**src/rtl/frequency_sweep.sv**
```systemverilog
// frequency_sweep: stepped chirp controller producing the phase-increment word for the NCO.
module frequency_sweep #(
    parameter int WIDTH       = 32,
    parameter int DWELL_WIDTH = 16
) (
    input  logic                   ipClk,
    input  logic                   ipnReset,
    input  logic                   ipStart,
    input  logic                   ipAbort,
    input  logic [WIDTH-1:0]       ipStartFreq,
    input  logic [WIDTH-1:0]       ipStopFreq,
    input  logic [WIDTH-1:0]       ipStep,
    input  logic [DWELL_WIDTH-1:0] ipDwell,
    input  logic [1:0]             ipMode,
    output logic [WIDTH-1:0]       opFrequency,
    output logic                   opBusy,
    output logic                   opDone,
    output logic                   opWrap
);
    typedef enum logic {Idle, Dwell} stateT;

    stateT                  state;
    logic [WIDTH-1:0]       startFreq;
    logic [WIDTH-1:0]       stopFreq;
    logic [WIDTH-1:0]       stepSize;
    logic [DWELL_WIDTH-1:0] dwell;
    logic [DWELL_WIDTH-1:0] dwellCount;
    logic [1:0]             mode;
    logic                   dirUp;
    logic                   toStop;

    function automatic logic [WIDTH-1:0] stepToward(input logic [WIDTH-1:0] cur, tgt, step, input logic up);
        logic [WIDTH:0] sum;
        logic [WIDTH:0] diff;
        sum  = {1'b0, cur} + {1'b0, step};
        diff = {1'b0, cur} - {1'b0, step};
        if (up)
            return (sum >= {1'b0, tgt}) ? tgt : sum[WIDTH-1:0];
        return (diff[WIDTH] || diff[WIDTH-1:0] <= tgt) ? tgt : diff[WIDTH-1:0];
    endfunction

    logic             startUp;
    logic [WIDTH-1:0] span;
    logic [WIDTH-1:0] target;
    logic [WIDTH-1:0] turnTarget;
    logic             movingUp;
    logic [WIDTH-1:0] nextStep;
    logic [WIDTH-1:0] turnStep;

    // toStop tracks which endpoint is the current leg's goal; movingUp is the resulting direction
    always_comb begin
        startUp    = ipStopFreq >= ipStartFreq;
        span       = startUp ? ipStopFreq - ipStartFreq : ipStartFreq - ipStopFreq;
        target     = toStop ? stopFreq : startFreq;
        turnTarget = toStop ? startFreq : stopFreq;
        movingUp   = toStop ? dirUp : !dirUp;
        nextStep   = stepToward(opFrequency, target, stepSize, movingUp);
        turnStep   = stepToward(opFrequency, turnTarget, stepSize, !movingUp);
    end

    always_ff @(posedge ipClk or negedge ipnReset) begin
        if (!ipnReset) begin
            state       <= Idle;
            startFreq   <= '0;
            stopFreq    <= '0;
            stepSize    <= '0;
            dwell       <= '0;
            dwellCount  <= '0;
            mode        <= '0;
            dirUp       <= 1'b1;
            toStop      <= 1'b1;
            opFrequency <= '0;
            opBusy      <= 1'b0;
            opDone      <= 1'b0;
            opWrap      <= 1'b0;
        end else begin
            opDone <= 1'b0;
            opWrap <= 1'b0;
            if (ipAbort) begin
                state  <= Idle;
                opBusy <= 1'b0;
            end else if (state == Idle) begin
                if (ipStart) begin
                    startFreq   <= ipStartFreq;
                    stopFreq    <= ipStopFreq;
                    stepSize    <= (ipStep == '0) ? span : ipStep;
                    dwell       <= ipDwell;
                    mode        <= ipMode;
                    dirUp       <= startUp;
                    toStop      <= 1'b1;
                    dwellCount  <= '0;
                    opFrequency <= ipStartFreq;
                    opBusy      <= 1'b1;
                    state       <= Dwell;
                end
            end else if (dwellCount != dwell) begin
                dwellCount <= dwellCount + 1'b1;
            end else begin
                dwellCount <= '0;
                if (opFrequency != target) begin
                    opFrequency <= nextStep;
                end else if (mode == 2'd1) begin
                    opFrequency <= startFreq;
                    opWrap      <= 1'b1;
                end else if (mode == 2'd2) begin
                    opFrequency <= turnStep;
                    toStop      <= !toStop;
                    opWrap      <= 1'b1;
                end else begin
                    opDone <= 1'b1;
                    opBusy <= 1'b0;
                    state  <= Idle;
                end
            end
        end
    end
endmodule
```
**config.mk**
```make
export PLATFORM = sky130hd
export DESIGN_NAME = frequency_sweep
export DESIGN_NICKNAME = d
export VERILOG_FILES = /design/src/rtl/frequency_sweep.sv
export SDC_FILE = /design/constraint.sdc
export NUM_CORES = 1
export LEC_CHECK = 0
export BUFFER_PORTS_ARGS = -buffer_cell sky130_fd_sc_hd__buf_2
export CAP_MARGIN = 10
export CORE_UTILIZATION = 30
export CTS_BUF_LIST = sky130_fd_sc_hd__clkbuf_2 sky130_fd_sc_hd__clkbuf_4 sky130_fd_sc_hd__clkbuf_8
export DETAILED_ROUTE_END_ITERATION = 10
export PLACE_DENSITY_LB_ADDON = 0.15
export SYNTH_ARGS = -nofsm -noshare
export SYNTH_HDL_FRONTEND = slang
export SYNTH_SLANG_ARGS = --single-unit
export TNS_END_PERCENT = 50
```
**constraint.sdc**
```tcl
create_clock -name ipClk -period 7.3 [get_ports ipClk]
set_clock_uncertainty 0.15 [all_clocks]
set_input_delay 1.46 -clock ipClk [delete_from_list [all_inputs] [get_ports ipClk]]
set_output_delay 1.46 -clock ipClk [all_outputs]
set_load 0.01 [all_outputs]
```
=== Word-level counts from Yosys, hierarchy flattened ===
Index checks and enable logic that the tools add are counted.

* Input bits: 118
* Memory bits (read-only): 0
* Flip-flop bits (word level): 168
* Word-level logic and storage cells: 101
* Bits in writable memories: 0
* Bits in latches: 0
* Output and inout port bits: 35
* Memories: 0

* Add/sub/neg operators: 5
* Bitwise operators: 2
* Divide/modulo/power cells: 0
* Shift-type cells: 0
* $mul: 0
* Muxes and demuxes: 51
* Equal/unequal tests: 13
* Reduce and logical (&&, ||, !) cells: 12
* Order comparisons: 5

{| class="wikitable"
|+ Operators by type and width
! kind !! number
|-
| 32-bit two-way mux || 17
|-
| 33-bit by 32-bit >= comparator with 1-bit output || 2
|-
| 32-bit <= comparator || 2
|-
| 32-bit subtractor || 2
|-
| 16-bit two-way mux || 3
|-
| 32-bit by 32-bit adder with 33-bit output || 1
|-
| 32-bit by 32-bit subtractor with 33-bit output || 1
|-
| 32-bit >= comparator || 1
|-
| 32-bit logical NOT || 1
|-
| 32-bit inequality test || 1
|-
| 1-bit two-way mux || 31
|-
| 16-bit by 1-bit adder with 16-bit output (second input constant) || 1
|-
| 16-bit inequality test || 1
|-
| 3-bit inequality test (second input constant) || 4
|-
| 2-bit inequality test (second input constant) || 3
|-
| 6-bit AND reduction || 1
|-
| 5-bit AND reduction || 1
|-
| 4-bit by 1-bit inequality test with 1-bit output (second input constant) || 1
|-
| 4-bit AND reduction || 1
|-
| 3-bit AND reduction || 1
|-
| 3-bit nonzero test || 1
|-
| 2-bit by 1-bit == test with 1-bit output (second input constant) || 1
|-
| 2-bit == test (second input constant) || 1
|-
| 1-bit logical NOT || 2
|-
| other kinds (5) || 7
|}

=== Logic depth before layout (Yosys ltp) ===
* Word-level depth: 10
* Gate-level depth with buffers: 26
* Depth with buffers taken out: 25

=== Worst setup path before layout ===
Ideal clock, no wire load.

* Kind: reg-to-reg
* Start: reg opFrequency[0]
* End: reg opFrequency[18]
* Cell stages (with the launch flop): 26
* Arrival: 5276 ps
* Buffers on the path: 1
* Period minus slack after synthesis: 5562 ps
* Slack: 1738 ps
* Library setup time: 137 ps
* Path through: dfrtp_1 -> inv_1 -> ha_1 -> inv_1 -> fa_1 -> a211oi_1 -> or3_1 -> a31oi_4 -> o21a_1 -> a21oi_1 -> o41ai_1 -> mux2i_1 -> nand2_1 -> ha_1 -> and3_1 -> nand4_1 -> nor3_1 -> nand4b_1 -> a2111o_1 -> o2111ai_1 -> nor2_2 -> nor2_2 -> buf_2 -> a21oi_1 -> a2111oi_2 -> a21oi_1

* Longest elaborated chain between the ends: 10

{| class="wikitable"
|+ RTL lines
! element !! RTL line !! source
|-
| from (decl) || 15 || <nowiki>output logic [WIDTH-1:0] opFrequency,</nowiki>
|-
| from (signal assigned) || 92 || <nowiki>opFrequency <= ipStartFreq;</nowiki>
|-
| from (signal assigned) || 101 || <nowiki>opFrequency <= nextStep;</nowiki>
|-
| from (signal assigned) || 103 || <nowiki>opFrequency <= startFreq;</nowiki>
|-
| 32-bit by 32-bit subtractor with 33-bit output || 36 || <nowiki>diff = {1'b0, cur} - {1'b0, step};</nowiki>
|-
| 32-bit <= comparator || 39 || <nowiki>return (diff[WIDTH] || diff[WIDTH-1:0] <= tgt) ? tgt : diff[WIDTH-1:0];</nowiki>
|-
| 1-bit logical OR || 39 ||
|-
| 32-bit two-way mux (2 in a row) || 39 ||
|-
| 32-bit two-way mux || 105 || <nowiki>end else if (mode == 2'd2) begin</nowiki>
|-
| 32-bit two-way mux || 102 || <nowiki>end else if (mode == 2'd1) begin</nowiki>
|-
| 32-bit two-way mux || 100 || <nowiki>if (opFrequency != target) begin</nowiki>
|-
| 32-bit two-way mux || 96 || <nowiki>end else if (dwellCount != dwell) begin</nowiki>
|-
| 32-bit two-way mux || 82 || <nowiki>end else if (state == Idle) begin</nowiki>
|}

Several ways; a longest one is shown, not always the timed one. The select of a mux whose other input is x is not followed.
A chain may end at the register's enable or synchronous reset.

=== Worst setup path in the final report ===
* Start: reg opFrequency[0]
* End: reg opFrequency[9]

The elaborated chain is that of the path after synthesis.

==> metrics.txt <==
Placer Congestion 0.967; post-layout util 34.1%; Final ANT Viol Nets 0; maximum clock rate 0.143 GHz; CTS tree yes; mux contribution to synthesized area 4.47%; most frequent cells in the layout 252 x ha_1, 240 x a21oi_1, 237 x nand2_1; share of Yosys cell area claimed by the top area cell type 21.3%; Setup CP Type flop to flop; XOR/XNOR share of the synthesized area 5.76%; Main synth FF type dfrtp_1; Worst Hold Class flop to flop; layout cells sized above 1 12.2%; CTS sink cnt 168; total negative slack 0 ns; CP Capture Type flop; Max clock buf depth 2; Critical Path AT 7.31 ns; maximum fanout along the worst path 11; clk slew on worst S/H paths 0.13 ns; simple-gate portion of the synthesized area 16.6%; routed wire length 86600 um; die area 0.0659 mm^2; first-pass GRT wire length 127000 um; crit path time final 6.98 ns; total gr overflow 0; Clock Latency Late Sink 0.62 ns; post-synthesis adder-cell area fraction 16.9%; Syn Nets 2843; leading area contributor after synthesis dfrtp_1; Nets 2961; Initial Util 30.3%; Die H 257 um; largest net degree at the start of global routing 124; Slowest-stage cell, CP or2_2; Total GRT Usage 26.0%; WL/cell 25.1 um; Synth Area per Inst 7.90 um^2; Hold-fix buffers, CTS 0; initial antenna violation count 3; # port buffers 152; Tcrit/Tclk final 95.6%; Rows 93; Fin. Hold Viols 0; Synth Area in Compound Gates 28.7%; DR vias 19.9k; Initial DRT Pass Iterations 11; post-synthesis sequential area ratio 21.6%; TritonCTS Buffers 17; CP required 7.63 ns; DRT iter0 DRCs 2297; failing checks DRC; cell leakage power 10.2 nW; I/O pin total 153; worst hold margin 0.365 ns; PD cells 406 mW/mm^2; most common cell after layout, fill and taps aside ha_1; Slew Limit Headroom 21.8%; max-cap viol count 0; CTS H-tree depth 4; actual slew at the worst max-slew pin 1.14 ns; Die X 257 um; Synth Instances 2464; status complete, but fails checks; Worst Setup Start Kind flop; #FFs+latches synth 168; core area 0.0642 mm^2; Post-synth EDFFs 0; top cells by area, synth dfrtp_1 21%, ha_1 17%, a21oi_1 6.2%; largest family of logic cells by synthesized area compound AO/OA/AOI/OAI gates; # setup viols final 0; slowest stage delay, CP 0.47 ns; Root Buffer clkbuf_8; area grow syn2layout 12.5%; asr flop ratio synth 100%; unrepaired setup endpoints after global routing false; Final Max Slew Viols 0; Vias/cell 5.77; vias in the first global route 19.0k; Syn. warnings 0; Yosys cell types 88; Remaining DRCs 2; Final HPWL DP 70400 um; Worst VDD drop 0.318 mV; # Post-CTS Setup Buffers 0; Cell Area, Synth 0.0195 mm^2; FILL cells 6866
routing by layer:
layer | up-vias | wire length, um | global-route usage [%]
li1 | 9306 | - | -
met1 | 9659 | 42500 | 38.6
met2 | 845 | 36100 | 38.0
met3 | 110 | 5660 | 4.38
met4 | 0 | 2310 | 7.36
met5 | - | 0 | 0
cell families (layout without fill, tap and decap cells):
logic type | count (synthesis) | count (layout)
AO/OA/AOI/OAI | 851 | 851
AND/OR/NAND/NOR | 684 | 684
buffers and inverters | 286 | 417
adder cells (fa/ha/maj) | 261 | 261
flip-flops | 168 | 168
XOR/XNOR | 128 | 128
multiplexers | 86 | 86
other | 0 | 3
through the flow:
step           setup slack [ns]  area, um^2  instances  total power [mW]
3_3_place_gp              0.374       21400       3418              7.85
3_5_place_dp              0.276       21400       3418              7.90
4_1_cts                   0.202       21900       3450              8.72
2_1_floorplan              1.74       19500       2464              5.56
6_report                  0.321       21900       3453              8.89
5_1_grt                  0.0208       21900       3453              9.54
flip-flops by register name (all words and copies together), names as in the netlist:
| signal | count |
|---|---|
| opFrequency | 32 |
| startFreq | 32 |
| stepSize | 32 |
| stopFreq | 32 |
| dwellCount | 16 |
| dwell | 16 |
| mode | 2 |
| dirUp | 1 |
| opBusy | 1 |
| opDone | 1 |
| opWrap | 1 |
| state | 1 |
| toStop | 1 |
synth_stat cells, types with 7 or more instances:
cell and number:
a221oi_1 19, ha_1 257, nand2_1 237, and4_1 8, o21bai_1 26, a21boi_0 7, a211oi_1 43, nor4_1 33
a21oi_1 241, o211ai_1 21, o21a_1 13, and2_1 9, a221o_1 7, and3_1 25, o31ai_1 17, mux2i_1 79
inv_1 153, nand3_1 35, a22oi_1 10, nor2_1 165, o2111ai_1 14, a2111oi_0 8, a31oi_1 28, nand4_1 41
a21o_1 70, or3_1 13, or2_2 8, a211o_1 9, nor2b_1 24, o21ai_0 205, buf_1 13, clkbuf_1 74
nor3_1 37, xor2_1 40, dfrtp_1 166, xnor2_1 88, nand2b_1 27, buf_2 34, o221ai_1 47
where the power goes:
part / switching [mW] / total (mW) / internal, mW
clock: 0.500 / 0.766 / 0.266
combinational: 4.30 / 6.76 / 2.46
sequential: 0.261 / 1.36 / 1.10
total: 5.06 / 8.89 / 3.83
critical path, delay by kind of cell, from the launching register on:
kind / cells / cell delay (ns)
adder cells (fa/ha/maj): 3 / 0.87
multiplexers: 1 / 0.31
AND/OR/NAND/NOR: 6 / 1.73
buffers and inverters: 5 / 0.77
flip-flops: 1 / 0.46
AO/OA/AOI/OAI: 12 / 2.60
worst paths after layout:
path | from | endpoint | slack [ns] | cells after the start
max | opFrequency[0]$_DFFE_PN0P_ | opFrequency[9]$_DFFE_PN0P_ | 0.32 | 27
min | dwell[2]$_DFFE_PN0P_ | dwell[2]$_DFFE_PN0P_ | 0.37 | 2
max reg2reg | opFrequency[0]$_DFFE_PN0P_ | opFrequency[9]$_DFFE_PN0P_ | 0.32 | 27
min reg2reg | dwell[2]$_DFFE_PN0P_ | dwell[2]$_DFFE_PN0P_ | 0.37 | 2
max in group asynchronous | ipnReset | dwellCount[8]$_DFFE_PN0P_ | 5.18 | 2
min in group asynchronous | ipnReset | stepSize[9]$_DFFE_PN0P_ | 0.63 | 1
cell type report:
class,instances,area [um^2],area share (%)
clock buffer,17,234,1.07
inverter,156,586,2.67
sequential,168,4210,19.2
timing repair buffer,229,1400,6.38
tap,855,1070,4.89
antenna,3,7.51,0.0343
clock inverter,15,196,0.897
multi-input combinational,2010,14200,64.8
what timing repair did:
action                                  in CTS  in global routing
hold endpoints to repair                     0                  0
resized for setup                            0                 11
endpoints found under the setup margin       0                 18
Note: power is estimated with default switching activity, not from simulation.
